[src/rtl/button_event_gen.sv]
// Turns debounced button levels into queued PRESS/RELEASE/LONG/REPEAT events.
// Per-button FSMs feed pending slots, a fixed-priority arbiter and a FWFT FIFO.
module button_event_gen #(
    parameter int WIDTH         = 8,
    parameter int IDX_WIDTH     = 3,
    parameter int LONG_CYCLES   = 50000000,
    parameter int REPEAT_CYCLES = 10000000,
    parameter int CNT_WIDTH     = 26,
    parameter int FIFO_DEPTH    = 4,
    parameter int FIFO_AW       = 2
) (
    input  logic                 clk,
    input  logic                 reset_n,
    input  logic [WIDTH-1:0]     data_in,
    input  logic                 event_ready,
    input  logic                 clear_overflow,
    output logic                 event_valid,
    output logic [1:0]           event_code,
    output logic [IDX_WIDTH-1:0] event_index,
    output logic [WIDTH-1:0]     level_out,
    output logic                 overflow
);

    typedef enum logic [1:0] {
        ST_IDLE,
        ST_PRESSED,
        ST_HELD
    } state_e;

    localparam logic [1:0] EV_PRESS   = 2'b00;
    localparam logic [1:0] EV_RELEASE = 2'b01;
    localparam logic [1:0] EV_LONG    = 2'b10;
    localparam logic [1:0] EV_REPEAT  = 2'b11;

    localparam int EW = IDX_WIDTH + 2;
    localparam logic [CNT_WIDTH-1:0] LONG_TC   = CNT_WIDTH'(LONG_CYCLES - 1);
    localparam logic [CNT_WIDTH-1:0] REPEAT_TC = CNT_WIDTH'(REPEAT_CYCLES - 1);
    localparam logic [FIFO_AW:0]     DEPTH_C   = (FIFO_AW + 1)'(FIFO_DEPTH);

    state_e               state_q [WIDTH];
    state_e               state_d [WIDTH];
    logic [CNT_WIDTH-1:0] cnt_q   [WIDTH];
    logic [CNT_WIDTH-1:0] cnt_d   [WIDTH];
    logic [WIDTH-1:0]     gen;
    logic [1:0]           gen_code [WIDTH];

    logic [WIDTH-1:0]     pend_v_q;
    logic [WIDTH-1:0]     pend_v_d;
    logic [1:0]           pend_c_q [WIDTH];
    logic [1:0]           pend_c_d [WIDTH];

    logic [WIDTH-1:0]     grant;
    logic                 sel_valid;
    logic [IDX_WIDTH-1:0] sel_idx;
    logic [1:0]           sel_code;

    logic [EW-1:0]        mem_q [FIFO_DEPTH];
    logic [EW-1:0]        mem_d [FIFO_DEPTH];
    logic [FIFO_AW-1:0]   wptr_q, wptr_d;
    logic [FIFO_AW-1:0]   rptr_q, rptr_d;
    logic [FIFO_AW:0]     count_q, count_d;

    logic [WIDTH-1:0]     level_q, level_d;
    logic                 ovf_q, ovf_d;
    logic                 lost;
    logic                 push, pop, push_ok;

    // Per-button event detection; a release beats a same-cycle terminal count.
    always_comb begin
        state_d  = state_q;
        cnt_d    = cnt_q;
        gen      = '0;
        gen_code = '{default: EV_PRESS};
        for (int i = 0; i < WIDTH; i++) begin
            unique case (state_q[i])
                ST_IDLE: begin
                    if (data_in[i]) begin
                        gen[i]      = 1'b1;
                        gen_code[i] = EV_PRESS;
                        state_d[i]  = ST_PRESSED;
                        cnt_d[i]    = '0;
                    end
                end
                ST_PRESSED: begin
                    if (!data_in[i]) begin
                        gen[i]      = 1'b1;
                        gen_code[i] = EV_RELEASE;
                        state_d[i]  = ST_IDLE;
                        cnt_d[i]    = '0;
                    end else if (cnt_q[i] == LONG_TC) begin
                        gen[i]      = 1'b1;
                        gen_code[i] = EV_LONG;
                        state_d[i]  = ST_HELD;
                        cnt_d[i]    = '0;
                    end else begin
                        cnt_d[i] = cnt_q[i] + CNT_WIDTH'(1);
                    end
                end
                ST_HELD: begin
                    if (!data_in[i]) begin
                        gen[i]      = 1'b1;
                        gen_code[i] = EV_RELEASE;
                        state_d[i]  = ST_IDLE;
                        cnt_d[i]    = '0;
                    end else if (cnt_q[i] == REPEAT_TC) begin
                        gen[i]      = 1'b1;
                        gen_code[i] = EV_REPEAT;
                        cnt_d[i]    = '0;
                    end else begin
                        cnt_d[i] = cnt_q[i] + CNT_WIDTH'(1);
                    end
                end
                default: begin
                    state_d[i] = ST_IDLE;
                    cnt_d[i]   = '0;
                end
            endcase
        end
    end

    // Lowest index wins: scanning downward lets the last hit stick.
    always_comb begin
        grant     = '0;
        sel_valid = 1'b0;
        sel_idx   = '0;
        sel_code  = EV_PRESS;
        for (int i = WIDTH - 1; i >= 0; i--) begin
            if (pend_v_q[i]) begin
                grant     = '0;
                grant[i]  = 1'b1;
                sel_valid = 1'b1;
                sel_idx   = IDX_WIDTH'(i);
                sel_code  = pend_c_q[i];
            end
        end
    end

    assign event_valid = (count_q != '0);
    assign pop         = event_valid & event_ready;
    assign push_ok     = (count_q < DEPTH_C) | pop;
    assign push        = sel_valid & push_ok;

    always_comb begin
        pend_v_d = '0;
        pend_c_d = pend_c_q;
        lost     = 1'b0;
        for (int i = 0; i < WIDTH; i++) begin
            pend_v_d[i] = gen[i] | (pend_v_q[i] & ~(push & grant[i]));
            if (gen[i]) begin
                pend_c_d[i] = gen_code[i];
                if (pend_v_q[i] && !(push && grant[i])) begin
                    lost = 1'b1;
                end
            end
        end
    end

    always_comb begin
        mem_d   = mem_q;
        wptr_d  = wptr_q;
        rptr_d  = rptr_q;
        count_d = count_q;
        if (push) begin
            mem_d[wptr_q] = {sel_code, sel_idx};
            wptr_d        = wptr_q + FIFO_AW'(1);
        end
        if (pop) begin
            rptr_d = rptr_q + FIFO_AW'(1);
        end
        unique case ({push, pop})
            2'b10:   count_d = count_q + (FIFO_AW + 1)'(1);
            2'b01:   count_d = count_q - (FIFO_AW + 1)'(1);
            default: count_d = count_q;
        endcase
    end

    // Set beats clear so an event lost during the clear is still reported.
    always_comb begin
        level_d = data_in;
        ovf_d   = (ovf_q & ~clear_overflow) | lost;
    end

    always_ff @(posedge clk or negedge reset_n) begin
        if (!reset_n) begin
            for (int i = 0; i < WIDTH; i++) begin
                state_q[i]  <= ST_IDLE;
                cnt_q[i]    <= '0;
                pend_c_q[i] <= EV_PRESS;
            end
            for (int j = 0; j < FIFO_DEPTH; j++) begin
                mem_q[j] <= '0;
            end
            pend_v_q <= '0;
            wptr_q   <= '0;
            rptr_q   <= '0;
            count_q  <= '0;
            level_q  <= '0;
            ovf_q    <= 1'b0;
        end else begin
            state_q  <= state_d;
            cnt_q    <= cnt_d;
            pend_c_q <= pend_c_d;
            mem_q    <= mem_d;
            pend_v_q <= pend_v_d;
            wptr_q   <= wptr_d;
            rptr_q   <= rptr_d;
            count_q  <= count_d;
            level_q  <= level_d;
            ovf_q    <= ovf_d;
        end
    end

    assign {event_code, event_index} = mem_q[rptr_q];
    assign level_out                 = level_q;
    assign overflow                  = ovf_q;

endmodule
[config.mk]
export PLATFORM = sky130hd
export DESIGN_NAME = button_event_gen
export DESIGN_NICKNAME = d
export VERILOG_FILES = /design/src/rtl/button_event_gen.sv
export SDC_FILE = /design/constraint.sdc
export NUM_CORES = 1
export LEC_CHECK = 0
export BUFFER_PORTS_ARGS = -buffer_cell sky130_fd_sc_hd__buf_4
export CAP_MARGIN = 30
export CORE_UTILIZATION = 55
export CTS_CLUSTER_DIAMETER = 120
export DETAILED_ROUTE_END_ITERATION = 7
export GPL_TIMING_DRIVEN = 0
export PLACE_DENSITY = 0.71
export REMOVE_ABC_BUFFERS = 1
export SKIP_LAST_GASP = 1
export SLEW_MARGIN = 20
export SYNTH_ARGS = -nofsm -noshare
export SYNTH_HDL_FRONTEND = slang
export SYNTH_SLANG_ARGS = --single-unit
[constraint.sdc]
create_clock -name clk -period 3 [get_ports clk]
set_input_delay 0.45 -clock clk [delete_from_list [all_inputs] [get_ports clk]]
set_output_delay 0.45 -clock clk [all_outputs]
set_load 0.05 [all_outputs]
# After elaboration in Yosys (flattened, before gate mapping)
# Index checks and enable logic that the tools add are counted.
[word_totals] romBits=0 memories=0 out_inout_bits=15 ff_bits=284 word_cells=422 latch_bits=0 inputBits=12 mem_bits_rw=0
[classes] add_sub_neg=12 n_bitwise=40 multipliers=0 reduce_logical=43 shifts=0 order_cmp=4 eq_ne=58 n_mux=231 n_div=0
[ops] cell="2-to-1 mux 26 bit" count=40
[ops] cell="case mux 26 bit (3 select lines)" count=8
[ops] cell="adder 26 x 1 -> 26 bit, second input constant" count=8
[ops] cell="equality test 26 x 24 -> 1 bit, second input constant" count=8
[ops] cell="equality test 26 bit, second input constant" count=8
[ops] cell="2-to-1 mux 2 bit" count=72
[ops] cell="2-to-1 mux 1 bit" count=64
[ops] cell="2-to-1 mux 8 bit" count=8
[ops] cell="case mux 2 bit (3 select lines)" count=8
[ops] cell="inequality test 2 bit, second input constant" count=16
[ops] cell="case mux 2 bit (2 select lines)" count=8
[ops] cell="2-to-1 mux 3 bit" count=8
[ops] cell="inequality test 3 bit, second input constant" count=8
[ops] cell="case mux 1 bit (3 select lines)" count=8
[ops] cell="AND reduction 3 bit" count=8
[ops] cell="bitwise mux 20 bit" count=1
[ops] cell="AND 1 bit" count=19
[ops] cell="equality test 2 x 1 -> 1 bit, second input constant" count=9
[ops] cell="equality test 2 bit, second input constant" count=9
[ops] cell="logical AND 1 bit" count=17
[ops] cell="logical NOT 2 bit" count=8
[ops] cell="2-to-1 mux 5 bit" count=3
[ops] cell="binary-select mux 5 bit (select 2 bit)" count=1
[ops] cell="demux 5 bit (select 2 bit)" count=1
[ops] cell="13 further kinds" count=40

# Longest topological paths before layout
[logic_depth] depth_word=29 mapped_depth=10 ltp_nobuf=9

# Worst setup path after synthesis
# OpenSTA, ideal clock, no wires.
[synth_timing] kind="register to register" start="register cnt_q[120] (netlist name)" end="register cnt_q[126] (netlist name)" arrival_ps=2449 setup_time_ps=121 synth_period_minus_slack_ps=2569 path_slack_ps=431 n_path_buf=2 path_stages_with_launch=9 required_ps=2879 path_cell_list="dfrtp_1 or4b_1 or4_1 buf_2 o311ai_4 a21oi_2 buf_6 a21o_1 a22o_1"
[synth_via] elab_chain_len=4 word_cells_on_any_way=8 cone_classes="add/sub: 1; eq/ne: 2; mux: 5"
[synth_lines] element="from (decl)" line="42" source="logic [CNT_WIDTH-1:0] cnt_q [WIDTH];"
[synth_lines] element="from (signal assigned)" line="201" source="cnt_q <= cnt_d;"
[synth_lines] element="adder 26 x 1 -> 26 bit (tied with other cells)" line="96, 110"
[synth_lines] element="2-to-1 mux 26 bit, on equally long branches" line="105, 90"
[synth_lines] element="2-to-1 mux 26 bit, on equally long branches" line="100, 85"
[synth_lines] element="case mux 26 bit (3 select lines) (*)" line="75" source="unique case (state_q[i])"
# Every way passes the cells marked *; elsewhere a longest branch is shown, timed or not.
# A chain may end at the register's enable or synchronous reset.

# Worst setup path in the final report
[layout_timing] start="register cnt_q[120] (netlist name)" end="register cnt_q[129] (netlist name)"
# The elaborated chain is that of the path after synthesis.

==> flow_summary.yaml <==
status:
  status: "finished, final reports clean"
sta:
  grt_setup_unrepaired: "false"
  hold_violations: 0
  drv_slew: 0
  clock-skew-final_ns: 0.01711
  worstMarginPinSlew_ns: 0.9833
  post-route-min-period_ns: 2.857
  setup_viol_count_final: 0
  fmax_ghz: 0.3500
  fin_ws_ns: 0.1428
  tns_ns: 0
  maxSlewHeadroom: 0.3384
  finalCritPeriodShare: 0.9524
  timing.hold.ws_ns: 0.1200
die:
  fp-row-count: 62
  die_area_sq_um: 30600
  io_pins: 27
  die_w_um: 174.9
  die_h_um: 174.9
  initial_core_util: 0.5655
  coreArea_sq_um: 29090
setup_path:
  path_buf_inv: 1
  end_kind: "flip-flop"
  slowest_stage: "or4b_1"
  cp.depth: 7
  critPathKind: "reg2reg"
  worst_ep_arrival_time_ns: 3.25
  critPathMaxStageDelay_ns: 0.56
  crit_start: "cnt_q[120]$_DFFE_PN0P_"
  crit_fanout: 34
  r2r_start: "cnt_q[120]$_DFFE_PN0P_"
  critPathRequiredTime_ns: 3.39
  reg2reg_depth: 7
  reg2reg_setup_slack_ns: 0.14
  startpoint_type: "flip-flop"
  r2r-end: "cnt_q[129]$_DFFE_PN0P_"
  cp_cell_sequence: "or4b_1 -> or4_4 -> o311ai_4 -> a21oi_4 -> buf_16 -> a21o_1 -> a22o_1"
  crit_family: "simple AND/OR/NAND/NOR gates"
  endpoint: "cnt_q[129]$_DFFE_PN0P_"
logic_synthesis:
  synth-edff-count: 0
  synth_cell_types: 75
  avgSynthCellArea_sq_um: 8.901
  ys_seq_area_frac: 0.4320
  synth_ff_type: "dfrtp_1"
  ys.warnings.count: 0
  ys_ff_latch: 284
  synthCells: 1848
  synthArstFlopShare: 1.000
  syn_area_sq_um: 16450
grt:
  antenna_found_initial: 0
  grt_remaining_overflow: 0
  grt_start_max_net_pins: 92
  grt_pass1_vias: 13505
  grt_pass1_wl_um: 63900
  track_usage: 0.2459
power_and_ir_drop:
  power_leakage_nw: 7.836
  power_density_nw_per_um2: 656.0
  ir_drop_v: 0.0003834
drt:
  wl_um: 37150
  vias: 14136
  wl_per_cell_um: 16.42
  drtPass1Iterations: 7
  drc: 0
  drt-vias-per-instance: 6.249
  drt-initial-drc-count: 1108
  ant_nets: 0
place:
  placed_area_sq_um: 17150
  place_inst: 2199
  place_hpwl_um: 24990
  place.gp.congestion: 0.8657
  place_ws_ns: -0.1515
  port_buffers: 26
cts:
  tritoncts: "yes"
  clockRootBuffer: "clkbuf_16"
  clk-insertion-delay-late_ns: 0.50
  cts.clk_slew.worst_paths_ns: 0.06
  numClockSinks: 284
  clockBufferDepth: 3
  h-tree-depth: 2
  cts_buffers: 34
finish:
  fin_nets: 1912
  instances_no_fill: 2262
  drive_gt1_frac: 0.07188
  final_area_sq_um: 18420
  syn_to_final_growth_pct: 11.98
  diodes: 0
min_path:
  hold_class: "in2reg"
run:
  timing.max_cap.violations: 0
## cells in the final DEF, fill, tap and decap left out, types with 26 or more instances in the layout
cell,netlist,layout
and3_1,40,40
nand2_1,218,218
clkbuf_16,0,35
dfrtp_1,284,284
mux2i_1,38,38
a21oi_1,111,105
a31oi_1,46,46
o21ai_0,85,85
nor4_1,30,30
inv_1,80,80
nor2_1,112,110
nor3_1,37,37
a22o_1,42,42
nand4_1,61,61
ha_1,45,45
a21o_1,55,54
nand2b_1,26,26
nand3_1,115,115
buf_4,0,28
o21ai_1,53,53
## routing by layer
metal	vias to the layer above	global-route usage	part of all wire
met4	0	0.07138	0.020
met1	6960	0.3460	0.47
met5	-	0	0
met2	284	0.3996	0.47
li1	6836	-	-
met3	56	0.02981	0.037
## layout make-up
class	count	area (sq um)
Fill cell	2422	10670
Inverter	80	300.3
Multi-Input combinational cell	1411	8817
Tap cell	384	480.5
Clock buffer	47	991.0
Sequential cell	284	7107
Clock inverter	13	244.0
Timing Repair Buffer	43	480.5
## synth_stat cells, types with 9 or more instances
library cell	n	share of area
nand2b_1	26	0.0099
nor4_1	30	0.011
and4_1	17	0.0091
nor3b_1	10	0.0046
xnor2_1	17	0.0091
a31oi_1	46	0.017
nand4_1	61	0.023
clkbuf_1	59	0.013
mux2i_1	38	0.023
buf_2	9	0.0027
a21o_1	55	0.025
a21oi_1	111	0.034
and2_1	21	0.0080
and3_1	40	0.015
o21ai_1	53	0.016
nand2_1	218	0.050
a22o_1	42	0.022
or3_1	21	0.0080
o21ai_0	85	0.026
o22ai_1	9	0.0034
xor2_1	21	0.011
or4_1	15	0.0068
nand3_1	115	0.035
nor4b_1	13	0.0069
nor3_1	37	0.011
ha_1	45	0.034
dfrtp_1	284	0.43
or4b_1	9	0.0055
nor2b_1	21	0.0080
inv_1	80	0.018
nor2_1	112	0.026
## state kept, by name, indices dropped and copies added, names as in the netlist
name and count:
cnt_q 208, count_q 3, level_out 8, mem_q 20, overflow 1, pend_c_q 16, pend_v_q 8, rptr_q 2
state_q 16, wptr_q 2
## stage by stage
stage | total power, W | utilization
floorplan | 0.006605 | -
detailed placement | 0.007625 | 0.5894
CTS | 0.01218 | 0.6322
global placement | 0.007354 | 0.5781
finish | 0.01208 | 0.6332
global route | 0.01274 | 0.6332
## kinds of logic after synthesis
family | Yosys count | share of synthesized area
AO/OA/AOI/OAI | 482 | 0.1867
XOR/XNOR | 38 | 0.02023
adder cells (fa/ha/maj) | 46 | 0.03545
buffers and inverters | 153 | 0.03697
flip-flops | 284 | 0.4320
multiplexers | 50 | 0.03476
AND/OR/NAND/NOR | 795 | 0.2539
## how the worst min path moves through the flow
| stage | cells after the start | slack (ns) | end | from |
|---|---|---|---|---|
| CTS | 1 | 0.11 | level_out[3]$_DFF_PN0_ | data_in[3] |
| detailed placement | 2 | 0.47 | mem_q[0]$_DFFE_PN0P_ | mem_q[0]$_DFFE_PN0P_ |
| finish | 1 | 0.12 | level_out[5]$_DFF_PN0_ | data_in[5] |
| floorplan | 0 | 0.15 | cnt_q[0]$_DFFE_PN0P_ | reset_n |
| global route | 1 | 0.11 | level_out[5]$_DFF_PN0_ | data_in[5] |
| global placement | 2 | 0.46 | mem_q[11]$_DFFE_PN0P_ | mem_q[11]$_DFFE_PN0P_ |
## what timing repair did
item,in CTS,in global routing
endpoints found under the setup margin,21,33
cloned,0,0
hold buffers,1,0
endpoints found under the hold margin,52,0
pin swaps,1,2
gates resized for setup,1,3
buffers inserted,0,2
## power by group
| group | switching [W] | internal (W) | total, W |
|---|---|---|---|
| Combinational | 0.00199 | 0.00113 | 0.00312 |
| Clock | 0.00159 | 0.00291 | 0.00450 |
| Sequential | 0.000324 | 0.00415 | 0.00447 |
| Total | 0.00390 | 0.00818 | 0.0121 |
No activity file was read; power rests on OpenSTA's default activity.
